===== config.mk =====
export PLATFORM = sky130hd
export DESIGN_NAME = jlut_prog
export DESIGN_NICKNAME = d
export VERILOG_FILES = /design/src/rtl/jlut_prog.sv
export SDC_FILE = /design/constraint.sdc
export NUM_CORES = 1
export LEC_CHECK = 0
export CORE_ASPECT_RATIO = 0.9
export CORE_UTILIZATION = 56
export DETAILED_ROUTE_END_ITERATION = 10
export DONT_BUFFER_PORTS = 1
export HOLD_SLACK_MARGIN = 0.12
export PLACE_DENSITY = 0.85
export SYNTH_ARGS = -nofsm -noshare
export SYNTH_HDL_FRONTEND = slang
export SYNTH_SLANG_ARGS = --single-unit

===== constraint.sdc =====
create_clock -name Clk -period 3.4 [get_ports Clk]
set_input_delay 0.68 -clock Clk [delete_from_list [all_inputs] [get_ports Clk]]
set_output_delay 0.68 -clock Clk [all_outputs]
set_load 0.01 [all_outputs]

===== src/rtl/jlut_prog.sv =====
// Programmable jump-target lookup table with a return-address stack.
// Resolves JUMP/CALL/RET requests into a registered target one cycle later.
module jlut_prog #(
    parameter  int PTR_W       = 5,
    parameter  int PC_W        = 12,
    parameter  int ENTRIES     = 32,
    parameter  int STACK_DEPTH = 4,
    localparam int DEPTH_W     = $clog2(STACK_DEPTH + 1)
) (
    input  logic               Clk,
    input  logic               Reset,
    input  logic               WrEn,
    input  logic [PTR_W-1:0]   WrPtr,
    input  logic [PC_W-1:0]    WrData,
    input  logic               WrMode,
    input  logic               Req,
    input  logic [1:0]         Op,
    input  logic [PTR_W-1:0]   Jptr,
    input  logic [PC_W-1:0]    PC,
    output logic               Valid,
    output logic [PC_W-1:0]    Jump,
    output logic               Err,
    output logic [DEPTH_W-1:0] Depth
);

    localparam int EW = PC_W + 1;

    typedef enum logic [1:0] {
        OP_JUMP = 2'b00,
        OP_CALL = 2'b01,
        OP_RET  = 2'b10,
        OP_RSVD = 2'b11
    } op_e;

    // Entry layout: {mode, value}; mode 1 means value is a signed PC offset.
    logic [EW-1:0]      tbl_q [ENTRIES];
    logic [EW-1:0]      tbl_d [ENTRIES];
    logic [PC_W-1:0]    stk_q [STACK_DEPTH];
    logic [PC_W-1:0]    stk_d [STACK_DEPTH];
    logic [DEPTH_W-1:0] depth_q, depth_d;
    logic               valid_q, valid_d;
    logic               err_q, err_d;
    logic [PC_W-1:0]    jump_q, jump_d;

    logic               wr_ok;
    logic               jptr_ok;
    logic               stk_full;
    logic               stk_empty;
    logic [EW-1:0]      entry;
    logic [PC_W-1:0]    target;
    logic [PC_W-1:0]    top;

    assign wr_ok     = WrEn && (32'(WrPtr) < 32'(ENTRIES));
    assign jptr_ok   = 32'(Jptr) < 32'(ENTRIES);
    assign stk_full  = depth_q == DEPTH_W'(STACK_DEPTH);
    assign stk_empty = depth_q == '0;

    // Table read with write-first bypass for a same-edge write to the same index.
    always_comb begin
        entry = '0;
        for (int i = 0; i < ENTRIES; i++) begin
            if (Jptr == PTR_W'(i)) begin
                entry = tbl_q[i];
            end
        end
        if (wr_ok && (WrPtr == Jptr)) begin
            entry = {WrMode, WrData};
        end
    end

    always_comb begin
        if (entry[PC_W]) begin
            target = PC + entry[PC_W-1:0];
        end else begin
            target = entry[PC_W-1:0];
        end
    end

    always_comb begin
        top = '0;
        for (int i = 0; i < STACK_DEPTH; i++) begin
            if (depth_q == DEPTH_W'(i + 1)) begin
                top = stk_q[i];
            end
        end
    end

    always_comb begin
        tbl_d   = tbl_q;
        stk_d   = stk_q;
        depth_d = depth_q;
        valid_d = 1'b0;
        err_d   = 1'b0;
        jump_d  = jump_q;

        if (wr_ok) begin
            for (int i = 0; i < ENTRIES; i++) begin
                if (WrPtr == PTR_W'(i)) begin
                    tbl_d[i] = {WrMode, WrData};
                end
            end
        end

        if (Req) begin
            case (op_e'(Op))
                OP_JUMP: begin
                    if (jptr_ok) begin
                        jump_d  = target;
                        valid_d = 1'b1;
                    end else begin
                        err_d = 1'b1;
                    end
                end
                OP_CALL: begin
                    if (jptr_ok && !stk_full) begin
                        jump_d  = target;
                        valid_d = 1'b1;
                        for (int i = 0; i < STACK_DEPTH; i++) begin
                            if (depth_q == DEPTH_W'(i)) begin
                                stk_d[i] = PC + PC_W'(1);
                            end
                        end
                        depth_d = depth_q + DEPTH_W'(1);
                    end else begin
                        err_d = 1'b1;
                    end
                end
                OP_RET: begin
                    if (!stk_empty) begin
                        jump_d  = top;
                        valid_d = 1'b1;
                        depth_d = depth_q - DEPTH_W'(1);
                    end else begin
                        err_d = 1'b1;
                    end
                end
                default: begin
                    err_d = 1'b1;
                end
            endcase
        end
    end

    always_ff @(posedge Clk or negedge Reset) begin
        if (!Reset) begin
            for (int i = 0; i < ENTRIES; i++) begin
                tbl_q[i] <= '0;
            end
            for (int i = 0; i < STACK_DEPTH; i++) begin
                stk_q[i] <= '0;
            end
            depth_q <= '0;
            valid_q <= 1'b0;
            err_q   <= 1'b0;
            jump_q  <= '0;
        end else begin
            tbl_q   <= tbl_d;
            stk_q   <= stk_d;
            depth_q <= depth_d;
            valid_q <= valid_d;
            err_q   <= err_d;
            jump_q  <= jump_d;
        end
    end

    assign Valid = valid_q;
    assign Err   = err_q;
    assign Jump  = jump_q;
    assign Depth = depth_q;

endmodule


==> Implementation_results.wiki <==
{| class="wikitable"
! Metric !! Value
|-
| Violated checks || hold timing, slew limit, setup timing
|-
| Least setup slack across all paths after layout || -410 ps
|-
| Inserted Diodes || 0
|-
| Number of antenna violations at the first check in global routing || 0
|-
| Internal power consumption || 12.4 mW
|-
| Final std cells w/o fill || 2875
|-
| Max-cap violations || 0
|-
| Switching share of power || 0.283
|-
| Area of the core region || around 43000 um2
|-
| Clk sinks || about 480
|-
| Parity-gate share of the synthesized area counting xor and xnor cells || 0.00961
|-
| Synth Flop Type || sky130_fd_sc_hd__dfrtp_1
|-
| Number of buffers on the longest clock path || 3
|-
| Post-synth EDFFs || 0
|-
| Combinational cell fraction of total power || 0.202
|-
| Register Area || about 12000 um2
|-
| Arrival time at the worst endpoint || about 4300 ps
|-
| Count of different cell masters after synthesis || 91
|-
| Multi-input logic area || around 12000 um2
|-
| Startpoint of the worst-slack reg-to-reg timing path || tbl_q[365]$_DFFE_PN0P_
|-
| Drt wl/cell || between 20 and 30 um
|-
| Clock buffer count from CTS || between 40 and 50
|-
| Synth Net Count || between 2k and 2.5k
|-
| Post-synthesis share of cell area spent on and, or, nand and nor gates || 0.0849
|-
| Combinational family with the most area after synthesis || multiplexers
|-
| DRC marker count from the first detailed-route iteration || 3459
|-
| Period utilisation layout || 1.12
|-
| Flop and latch count out of synthesis || roughly 480
|-
| Number of primary I/O pins || 58
|-
| Die footprint || around 45000 um2
|-
| Multiplexer fraction of the synthesized cell area || 0.223
|-
| Post-synthesis share of cell area spent on full adders, half adders and majority gates || 0.0105
|-
| Fraction of the core area covered by cells at the end of the flow || 0.654
|-
| TritonCTS clock tree || yes
|-
| P_leak || ~13 nW
|-
| Worst r2r dst || Jump[10]$_DFFE_PN0P_
|-
| Nets@finish || between 2k and 2.5k
|-
| Die extent in x || between 200 and 250 um
|-
| Power consumption || between 15 and 20 mW
|-
| Setup repair after global routing missed its margin || yes
|-
| Area Overhead vs Synth || 14.7%
|-
| Total of buffers placed on input and output ports || 0
|-
| Final-report hold violation count || 125
|-
| Number of global-route vias before repair || 19.9k
|-
| Number of H-tree levels || 2
|-
| Global-route wire length before repair || approximately 120000 um
|-
| Largest net degree at the start of global routing || roughly 480
|-
| Power density cells || slightly above 600 nW/um2
|-
| Complex-gate fraction of the synthesized area || 0.143
|-
| Number of pins with negative max-slew slack in the final report || between 200 and 300
|-
| Vias after detailed routing || about 20k
|-
| Critical path capture point type || flop
|-
| Count of buffer and inverter cells on the critical path || 3
|-
| Element type at the critical path start || primary input
|-
| Data required time at the worst endpoint || roughly 3900 ps
|-
| Clk Tree Root Cell || sky130_fd_sc_hd__clkbuf_16
|-
| Fmax || between 0.2 and 0.3 GHz
|-
| Fraction of power consumed by sequential logic || 0.459
|-
| Pin slew with the least headroom to its limit || 2230 ps
|-
| Initial Util || 0.571
|-
| Reg2reg path depth || 19
|-
| Worst hold slack || -223 ps
|-
| Largest incremental delay on the critical path || around 340 ps
|-
| Register-to-register path setup slack || -310 ps
|-
| Gate count of the mapped netlist || ~2.2k
|-
| Type of the worst setup path || in -> reg
|-
| Remaining design rule violation count || 0
|-
| All-Layer GR Usage || 0.344
|-
| Detail-routed via count per cell || 7.02
|-
| Worst slew margin relative to its limit || -0.486
|-
| Switching pwr || 4.89 mW
|-
| Summed instance area of the synthesized netlist || around 25000 um2
|-
| Leftover overflow at the end of global routing || 0
|-
| Sequential area share after synthesis || 0.489
|-
| Slowest CP cell || sky130_fd_sc_hd__a221oi_1
|-
| Maximum vdd drop || around 0.46 mV
|-
| Count of yosys warnings during synthesis || 0
|-
| Share of final-layout standard cells stronger than drive strength 1 || 0.357
|-
| Async set or reset register ratio after synthesis || 1.00
|-
| Result of the run || finished, violations left
|-
| Avg Cell Area, Syn || around 11 um2
|-
| Last weighted congestion value of the routability-driven placer || around 0.95
|-
| Critical Path, Cell by Cell || nor2b_1, buf_4, buf_4, a22oi_1, o21ai_1, a221oi_1, o21ai_2, a22o_1, ha_4, inv_2, fa_2, nor2b_4, o21ai_2, nand2b_1, a21o_1, a31o_2, a211oi_2, xnor2_1, mux2i_1, a21oi_1
|-
| Clock insertion delay at the later pin of the skew report || about 600 ps
|-
| Final wirelength || 78000 um
|-
| Final number of setup-violating endpoints || 6
|-
| Number of detailed-route iterations in the first pass || 6
|-
| Half-perimeter wire length of the detailed placement result || approximately 50000 um
|-
| Num rows || 72
|-
| Post-CTS clock slew at the launch and capture registers of the worst setup and hold paths || approximately 60 ps
|-
| Worst min-delay path category || in -> async
|-
| Clock period minus worst slack || ~3800 ps
|-
| Die height || around 200 um
|-
| Worst clock skew || approximately 19 ps
|-
| Cell family with the largest share of critical-path delay || compound AO/OA/AOI/OAI gates
|-
| # fillers || roughly 3.0k
|-
| Routed Antenna Nets || 0
|-
| Clock power frac || 0.339
|-
| Cell count after placement || between 2k and 3k
|-
| Worst Path Max Fanout || ~190
|}
[cells by family after synthesis]
| kind of cell | Yosys count |
|---|---|
| flip-flops | 481 |
| multiplexers | 481 |
| XOR/XNOR | 27 |
| AO/OA/AOI/OAI | 555 |
| adder cells (fa/ha/maj) | 20 |
| AND/OR/NAND/NOR | 426 |
| buffers and inverters | 216 |
[worst max path at each step]
stage	start	end	slack, ps	depth (start not counted)
floorplan	Jptr[4]	Jump[10]$_DFFE_PN0P_	-560	23
global placement	Jptr[1]	Jump[10]$_DFFE_PN0P_	-860	17
detailed placement	Jptr[1]	Jump[10]$_DFFE_PN0P_	-940	17
CTS	tbl_q[106]$_DFFE_PN0P_	Jump[10]$_DFFE_PN0P_	-210	15
global route	tbl_q[365]$_DFFE_PN0P_	Jump[10]$_DFFE_PN0P_	-440	19
finish	Jptr[1]	Jump[10]$_DFFE_PN0P_	-410	20
[per-layer routing]
layer,vias to the layer above,global-route usage,part of all wire
met1,10106,0.485,0.39
met5,-,0,0
met2,1547,0.509,0.44
li1,8237,-,-
met3,279,0.0938,0.13
met4,0,0.130,0.041
[what timing repair did]
action / CTS / global route
gates resized for setup: 32 / 38
setup endpoints to repair: 8 / 8
setup buffers: 4 / 2
hold endpoints to repair: 481 / 481
pin swaps: 27 / 34
[per-stage QoR]
stage	hold WS [ps]	area, um2	setup slack, ps	setup TNS, ps
after floorplan	384	24800	-563	-2540
after global placement	394	26200	-859	-5540
after detailed placement	390	26200	-941	-6170
after CTS	-239	28100	-212	-658
after global routing	-231	28200	-442	-1900
final	-223	28200	-410	-1520
[cells in the mapped netlist, types with 15 or more instances]
master                     instances  area, um2
sky130_fd_sc_hd__mux2i_1          39        390
sky130_fd_sc_hd__buf_4            18        135
sky130_fd_sc_hd__o21ai_0         126        631
sky130_fd_sc_hd__mux2_2          421       4740
sky130_fd_sc_hd__buf_1            24       90.1
sky130_fd_sc_hd__dfrtp_1         481      12000
sky130_fd_sc_hd__nor2_1          135        507
sky130_fd_sc_hd__nand2_1         114        428
sky130_fd_sc_hd__nand3_1          33        165
sky130_fd_sc_hd__a31oi_1          24        150
sky130_fd_sc_hd__a21oi_1         171        856
sky130_fd_sc_hd__a22oi_1          34        255
sky130_fd_sc_hd__ha_1             19        238
sky130_fd_sc_hd__o221ai_1         20        175
sky130_fd_sc_hd__clkbuf_1        106        398
sky130_fd_sc_hd__nor2b_1          29        181
sky130_fd_sc_hd__inv_1            16       60.1
sky130_fd_sc_hd__nor3_1           20        100
sky130_fd_sc_hd__buf_2            40        200
sky130_fd_sc_hd__o22ai_1          34        213
sky130_fd_sc_hd__nand2b_1         15       93.8
[sequential cells by signal, indices dropped and copies added, names as in the netlist]
register,count
Depth,3
Err,1
Jump,12
Valid,1
stk_q,48
tbl_q,416
[power groups by stage]
| stage | combinational [mW] | clock, mW | sequential [mW] |
|---|---|---|---|
| 6_report | 3.49 | 5.84 | 7.91 |
| 5_1_grt | 3.73 | 6.10 | 8.03 |
| 4_1_cts | 3.32 | 5.85 | 7.86 |
| 3_5_place_dp | 3.23 | 0 | 7.94 |
| 3_3_place_gp | 3.06 | 0 | 7.84 |
| 2_1_floorplan | 2.50 | 0 | 7.68 |
[final cells by class]
cell class | instances | area share
inverters | 18 | 0.00248
clock inverters | 20 | 0.0114
flip-flops and latches | 481 | 0.426
multi-input cells | 1509 | 0.424
repair buffers | 225 | 0.0610
clock buffers | 67 | 0.0497
well taps | 555 | 0.0246
[cells in the final DEF, fill, tap and decap left out, drive strengths merged, types with 9 or more instances in the layout]
cell    synthesis  layout
a211oi         15      15
a21o           10      10
a21oi         171     171
a221oi         10      10
a22oi          35      35
a31oi          24      24
and2            9       9
and3            9       9
buf            92     225
clkbuf        106      67
clkinv          1       9
dfrtp         481     481
ha             19      19
inv            17      18
mux2          432     432
mux2i          39      39
mux4           10      10
nand2         114     114
nand2b         15      15
nand3          33      33
nand4           9       9
nor2          137     137
nor2b          29      29
nor3           21      21
o211ai         12      12
o21ai         138     138
o221ai         20      20
o22ai          34      34
xnor2          14      14
xor2           13      13
No activity file was read; power rests on OpenSTA's default activity.
